==> config.mk <==
export PLATFORM = sky130hd
export DESIGN_NAME = fetch_ctrl
export DESIGN_NICKNAME = d
export VERILOG_FILES = /design/src/rtl/fetch_ctrl.sv
export SDC_FILE = /design/constraint.sdc
export NUM_CORES = 1
export LEC_CHECK = 0
export ABC_AREA = 0
export CAP_MARGIN = 10
export CORE_ASPECT_RATIO = 0.75
export CORE_MARGIN = 1
export CORE_UTILIZATION = 33
export CTS_CLUSTER_DIAMETER = 100
export DETAILED_ROUTE_END_ITERATION = 6
export GPL_TIMING_DRIVEN = 0
export PLACE_DENSITY = 0.87
export SYNTH_ARGS = -nofsm -noshare
export SYNTH_HDL_FRONTEND = slang
export SYNTH_SLANG_ARGS = --single-unit
==> constraint.sdc <==
create_clock -name clk -period 2.5 [get_ports clk]
set_input_delay 0.25 -clock clk [delete_from_list [all_inputs] [get_ports clk]]
set_output_delay 0.25 -clock clk [all_outputs]
set_load 0.1 [all_outputs]
==> src/rtl/fetch_ctrl.sv <==
`default_nettype none
// ============================================================================
// fetch_ctrl : instruction fetch sequencer (IDLE/REQ/HOLD/ERR) with timeout
// Revision   : 1.0
// ============================================================================
module fetch_ctrl #(
    parameter int SIZE    = 32,
    parameter int TIMEOUT = 15
) (
    input  logic            clk,
    input  logic            rst,
    input  logic            fetch_en,
    input  logic [SIZE-1:0] pc_value,
    output logic            pc_oe_a,
    output logic            pc_post_inc,
    output logic            pc_ld,
    output logic [SIZE-1:0] pc_in,
    output logic [SIZE-1:0] mem_addr,
    output logic            mem_rd,
    input  logic            mem_ready,
    input  logic [SIZE-1:0] mem_data,
    output logic [SIZE-1:0] ir,
    output logic            ir_valid,
    input  logic            ir_ack,
    input  logic            jump_valid,
    input  logic [SIZE-1:0] jump_addr,
    output logic            err
);

    typedef enum logic [1:0] {
        IDLE = 2'd0,
        REQ  = 2'd1,
        HOLD = 2'd2,
        ERR  = 2'd3
    } state_t;

    localparam logic [7:0] C_TIMEOUT = 8'(TIMEOUT);

    state_t          r_state;
    state_t          w_next;
    logic [7:0]      r_cnt;
    logic [SIZE-1:0] r_ir;

    always_ff @(posedge clk or posedge rst) begin
        if (rst) r_state <= IDLE;
        else     r_state <= w_next;
    end

    // Held at zero outside REQ so every REQ entry starts from a cleared count;
    // saturates at TIMEOUT, which is where the ERR transition fires anyway.
    always_ff @(posedge clk or posedge rst) begin
        if (rst)                                      r_cnt <= 8'd0;
        else if (r_state != REQ)                      r_cnt <= 8'd0;
        else if (!mem_ready && (r_cnt != C_TIMEOUT))  r_cnt <= r_cnt + 8'd1;
    end

    // The instruction register is cleared on entry to ERR so no stale word is shown.
    always_ff @(posedge clk or posedge rst) begin
        if (rst)                               r_ir <= '0;
        else if ((r_state == REQ) && mem_ready) r_ir <= mem_data;
        else if (w_next == ERR)                 r_ir <= '0;
    end

    assign ir = r_ir;

    always_comb begin
        w_next      = r_state;
        mem_rd      = 1'b0;
        pc_oe_a     = 1'b0;
        mem_addr    = '0;
        pc_post_inc = 1'b0;
        pc_ld       = 1'b0;
        pc_in       = '0;
        ir_valid    = 1'b0;
        err         = 1'b0;
        case (r_state)
            IDLE: begin
                if (fetch_en) w_next = REQ;
            end
            REQ: begin
                mem_rd   = 1'b1;
                pc_oe_a  = 1'b1;
                mem_addr = pc_value;
                if (mem_ready) begin
                    pc_post_inc = 1'b1;
                    w_next      = HOLD;
                end else if (r_cnt == C_TIMEOUT) begin
                    w_next = ERR;
                end
            end
            HOLD: begin
                ir_valid = 1'b1;
                if (ir_ack) begin
                    if (jump_valid) begin
                        pc_ld = 1'b1;
                        pc_in = jump_addr;
                    end
                    w_next = fetch_en ? REQ : IDLE;
                end
            end
            ERR: begin
                err = 1'b1;
            end
            default: w_next = IDLE;
        endcase
    end

endmodule
`default_nettype wire

* Word-level counts from Yosys, hierarchy flattened
Cells that the tools add are included.
** Cells by class
- Add/sub/neg operators :: 1
- Reductions and logical operators :: 6
- Mux-type cells :: 22
- Equality and inequality tests :: 7
** Operators by type and width (number)
- $mux W32 :: 6
- $mux W8 :: 2
- $mux W1 :: 9
- $add A8 B1 Y8 const B :: 1
- $eq A8 B4 Y1 const B :: 1
- $mux W2 :: 4
- $ne A8 B4 Y1 const B :: 1
- $eq A2 B2 Y1 const B :: 3
- $pmux W2 S3 :: 1
- $reduce_bool A2 Y1 :: 2
- $eq A2 B1 Y1 const B :: 1
- $logic_and A1 B1 Y1 :: 2
- $logic_not A2 Y1 :: 1
- $ne A2 B1 Y1 const B :: 1
- $logic_not A1 Y1 :: 1
** Storage, ports and cells
- Register bits after elaboration :: 42
- Bits of input ports :: 102
- Output and inout bits :: 102
- Logic and storage cells :: 39

* Logic depth before layout (Yosys ltp)
- Word-level depth :: 7
- Depth in mapped cells :: 6
- Mapped depth without buffers :: 4

* Least setup slack after synthesis
OpenSTA, ideal clock, no wires.
- Kind :: register to output
- From :: register r_state[0]
- To :: output pc_in[21]
- Path buffers :: 1
- Cell stages (with the launch flop) :: 5
- Slack :: -1800 ps
- Arrival :: 4050 ps
- Data required time :: 2250 ps
- Path through :: dfrtp_1 > nor2b_1 > and3_1 > clkbuf_1 > and2_1
** On the way
- Longest elaborated chain between the ends :: 2
** Ends and longest elaborated chain
- start: declaration :: RTL line 39 : state_t r_state;
- start signal: assignment :: RTL line 46 : else r_state <= w_next;
- $eq A2 B2 Y1 :: RTL line 76 : case (r_state)
- $mux W32 :: RTL line 76
- end: declaration :: RTL line 17 : output logic [SIZE-1:0] pc_in,
No other way between the ends.

* Worst setup path in the final report
- From :: register r_state[0]
- To :: output pc_in[0]
The elaborated chain is that of the path after synthesis.

==> impl_metrics.csv <==
group,metric,value,unit
outcome,status,"finished, final reports clean",
power_and_ir_drop,p_per_area,963.5,nW/um2
power_and_ir_drop,power_frac_seq,20.1,%
floorplanning,die-area,6793,um2
clock_network,cts_buffer_depth,2,
logic_synthesis,synth_area_per_cell,10.67,um2
floorplanning,ios,204,
clock_network,cts_root_buf,"clkbuf_8",
logic_synthesis,synth_top_area_share,49.27,%
final_layout,layout-drive-gt1-share,28.95,%
clock_network,numCtsBuffers,5,
sta,timing.max_slew.rel_slack,30.56,%
logic_synthesis,yosysWarnings,0,
worst_setup_path,cp-endpoint,"pc_in[0]",
logic_synthesis,synth_fp_nets,303,
worst_setup_path,r2r_setup_slack,0.85,ns
power_and_ir_drop,p_int,1.733,mW
logic_synthesis,yosys.area.top_type,"dfrtp_1",
final_layout,nNetsFinal,513,
logic_synthesis,synth-async-reset-ratio,100.0,%
final_layout,fill_cells,460,
sta,setup_violations,0,
power_and_ir_drop,clkPwrFrac,12.8,%
clock_network,cts_setup_buffers,0,
job,drv_cap,0,
final_layout,antenna_cells,0,
sta,worst_pin_slew,1.038,ns
power_and_ir_drop,comb_power_share,67.1,%
logic_synthesis,synth_area_leaders,"dfrtp_1 (49%), and2_1 (19%), a22o_1 (13%)",
worst_setup_path,worst_setup_path_end_kind,"output pin",
worst_setup_path,cp.arrival,2.15,ns
placed_design,gp_congestion,0.7691,
worst_setup_path,crit_start,"r_state[0]",
power_and_ir_drop,switching_share,58.07,%
sta,timing.final.crit_share,95.88,%
routing,via_per_inst,4.712,
floorplanning,fp.dieH,71.63,um
worst_setup_path,cp-start-kind,"flop",
logic_synthesis,synth_edf_count,0,
grt,grt_overflow_total,0,
placed_design,io_buffers,203,
floorplanning,die_x,94.84,um
sta,tns,0,ns
power_and_ir_drop,max-vdd-ir-drop,0.5302,mV
grt,grt_max_degree,43,
clock_network,cts_max_level,2,
power_and_ir_drop,finalPower,4.134,mW
logic_synthesis,synth-main-ff-cell,"dfrtp_1",
floorplanning,coreArea,6036,um2
logic_synthesis,synthesis.area,2133,um2
power_and_ir_drop,p_leak,1.958,nW
grt,grt_use_total,23.57,%
grt,grt_pass1_vias,2288,
worst_setup_path,worstPathRequired,2.25,ns
routing,ant_nets,0,
logic_synthesis,ys_ff_latch,42,
sta,hold_viol_final,0,
sta,period_needed,2.397,ns
worst_setup_path,r2r_start,"r_cnt[4]",
worst_setup_path,ff2ff_path_depth,4,
placed_design,hpwlAfterDp,6564,um
floorplanning,rows,24,
clock_network,clock-sinks,42,
grt,grt_pass1_wl,12080,um
grt,antenna_found_initial,0,
routing,drt_iter0_markers,71,
sta,rsz0062_at_grt,"false",
routing,drc_errors,0,
clock_network,clock_latency,0.30,ns
sta,fin_skew,0.003075,ns
worst_setup_path,crit_type,"flop to output pin",
hold_path,min_path_type,"input port to asynchronous set/reset pin",
sta,max_freq,417.2,MHz
routing,vias,2304,
routing,first_pass_iters,4,
routing,totalWireLength,8147,um
worst_setup_path,reg2reg_to,"ir[15]",
sta,drv_slew,0,
power_and_ir_drop,p_sw,2.400,mW
logic_synthesis,synthTopCellsByCount,"and2_1 (66), dfrtp_1 (42), a22o_1 (32), nand2_1 (9)",
clock_network,hold_buffers,0,
logic_synthesis,syn_inst,200,
logic_synthesis,ys_seq_area_share,49.27,%
worst_setup_path,worst-path-max-fanout,6,
logic_synthesis,yosysMostFrequentCell,"and2_1",
sta,hold_slack,0.4587,ns
routing,wl_per_cell,16.66,um
floorplanning,initial_utilization,35.34,%
logic_synthesis,ys_types,26,
clock_network,clkTransAtPathRegs,0.08,ns
final_layout,area_growth,101.1,%
clock_network,cts_tree,"yes",
==> metrics by stage <==
| step | utilization, % | instance area [um2] | worst slack (ns) | cells |
|---|---|---|---|---|
| 3_3_place_gp | 71.39 | 4309 | -0.3317 | 481 |
| 3_5_place_dp | 71.39 | 4309 | -0.4287 | 481 |
| 5_1_grt | 71.08 | 4290 | 0.01378 | 489 |
| 6_report | 71.08 | 4290 | 0.1029 | 489 |
| 4_1_cts | 72.80 | 4394 | 0.000005995 | 489 |
| 2_1_floorplan | - | 2180 | -0.1400 | 200 |
==> kinds of logic (layout without fill, tap and decap cells) <==
kind of cell / count (synthesis) / in the layout / synth area share (%)
and+or+nand+nor: 90 / 90 / 26.22
AOI/OAI and AO/OA: 47 / 47 / 17.95
DFF: 42 / 42 / 49.27
buffers and inverters: 18 / 229 / 5.044
muxes: 2 / 2 / 0.9385
adders and majority gates: 1 / 1 / 0.5864
==> power by group through the flow <==
stage | combinational (mW) | clock [mW] | sequential (mW)
after floorplan | 1.56 | 0 | 1.38
after global placement | 2.81 | 0 | 0.837
after detailed placement | 2.83 | 0 | 0.843
after CTS | 2.78 | 0.539 | 0.831
after global routing | 2.86 | 0.569 | 0.844
final | 2.77 | 0.531 | 0.831
==> layout make-up <==
class	instances	area [um2]	share of cell area (%)
clock buffer	6	72.57	1.691
sequential	42	1052	24.53
multi-input combinational	140	1018	23.74
clock inverter	2	37.54	0.8749
buffer	15	101.3	2.362
tap	78	97.59	2.275
timing repair buffer	203	1899	44.27
inverter	3	11.26	0.2625
==> what timing repair did <==
item | 4_1_cts | 5_1_grt
endpoints found under the hold margin | 0 | 0
gates resized for setup | 251 | 56
cloned | 0 | 0
setup endpoints to repair | 68 | 53
==> cell usage in the layout, fill, tap and decap left out <==
| cell type | count |
|---|---|
| a211oi_1 | 2 |
| a21oi_1 | 6 |
| a22o_1 | 32 |
| a31oi_1 | 1 |
| a31oi_4 | 1 |
| and2_1 | 37 |
| and2_2 | 29 |
| and3_1 | 2 |
| buf_2 | 23 |
| buf_4 | 15 |
| buf_6 | 3 |
| bufinv_16 | 1 |
| clkbuf_1 | 3 |
| clkbuf_2 | 5 |
| clkbuf_4 | 9 |
| clkbuf_8 | 5 |
| clkdlybuf4s15_1 | 2 |
| clkdlybuf4s15_2 | 23 |
| clkdlybuf4s50_1 | 135 |
| clkinvlp_4 | 1 |
| dfrtp_1 | 41 |
| dfrtp_2 | 1 |
| dlygate4sd2_1 | 1 |
| ha_1 | 1 |
| inv_1 | 2 |
| inv_2 | 1 |
| mux2i_1 | 2 |
| nand2_1 | 9 |
| nand2b_1 | 3 |
| nand4b_1 | 2 |
| nor2_1 | 1 |
| nor2b_1 | 1 |
| nor2b_4 | 1 |
| nor4_4 | 1 |
| o21a_1 | 1 |
| o21ai_0 | 3 |
| o31ai_1 | 1 |
| or3_1 | 3 |
| or4_1 | 1 |
==> worst max-delay path: stages, from the launching register on <==
cell and delay [ns]:
dfrtp_2 0.47, nor2b_4 0.13, and3_1 0.24, and2_1 0.15, dlygate4sd2_1 0.86
==> routing by layer <==
| metal | vias to the layer above | routed length (um) | track usage (%) | part of all wire (%) |
|---|---|---|---|---|
| met4 | 0 | 61 | 4.882 | 0.75 |
| met1 | 1092 | 3354 | 29.17 | 41 |
| met2 | 101 | 4191 | 41.33 | 51 |
| met5 | - | 0 | 0 | 0 |
| met3 | 7 | 539 | 6.263 | 6.6 |
| li1 | 1104 | - | - | - |
==> registers in the layout, indices dropped and copies added, names as in the netlist <==
register / count
ir: 32
r_state: 2
r_cnt: 8
==> how the worst min path moves through the flow <==
| stage | startpoint | endpoint | slack [ns] |
|---|---|---|---|
| floorplan | mem_data[0] | ir[0] | 0.38 |
| global placement | ir[6] | ir[6] | 0.49 |
| detailed placement | ir[31] | ir[31] | 0.49 |
| CTS | rst | ir[30] | 0.48 |
| global route | ir[27] | ir[27] | 0.52 |
| finish | rst | ir[30] | 0.46 |
(Power assumes the default switching activity.)
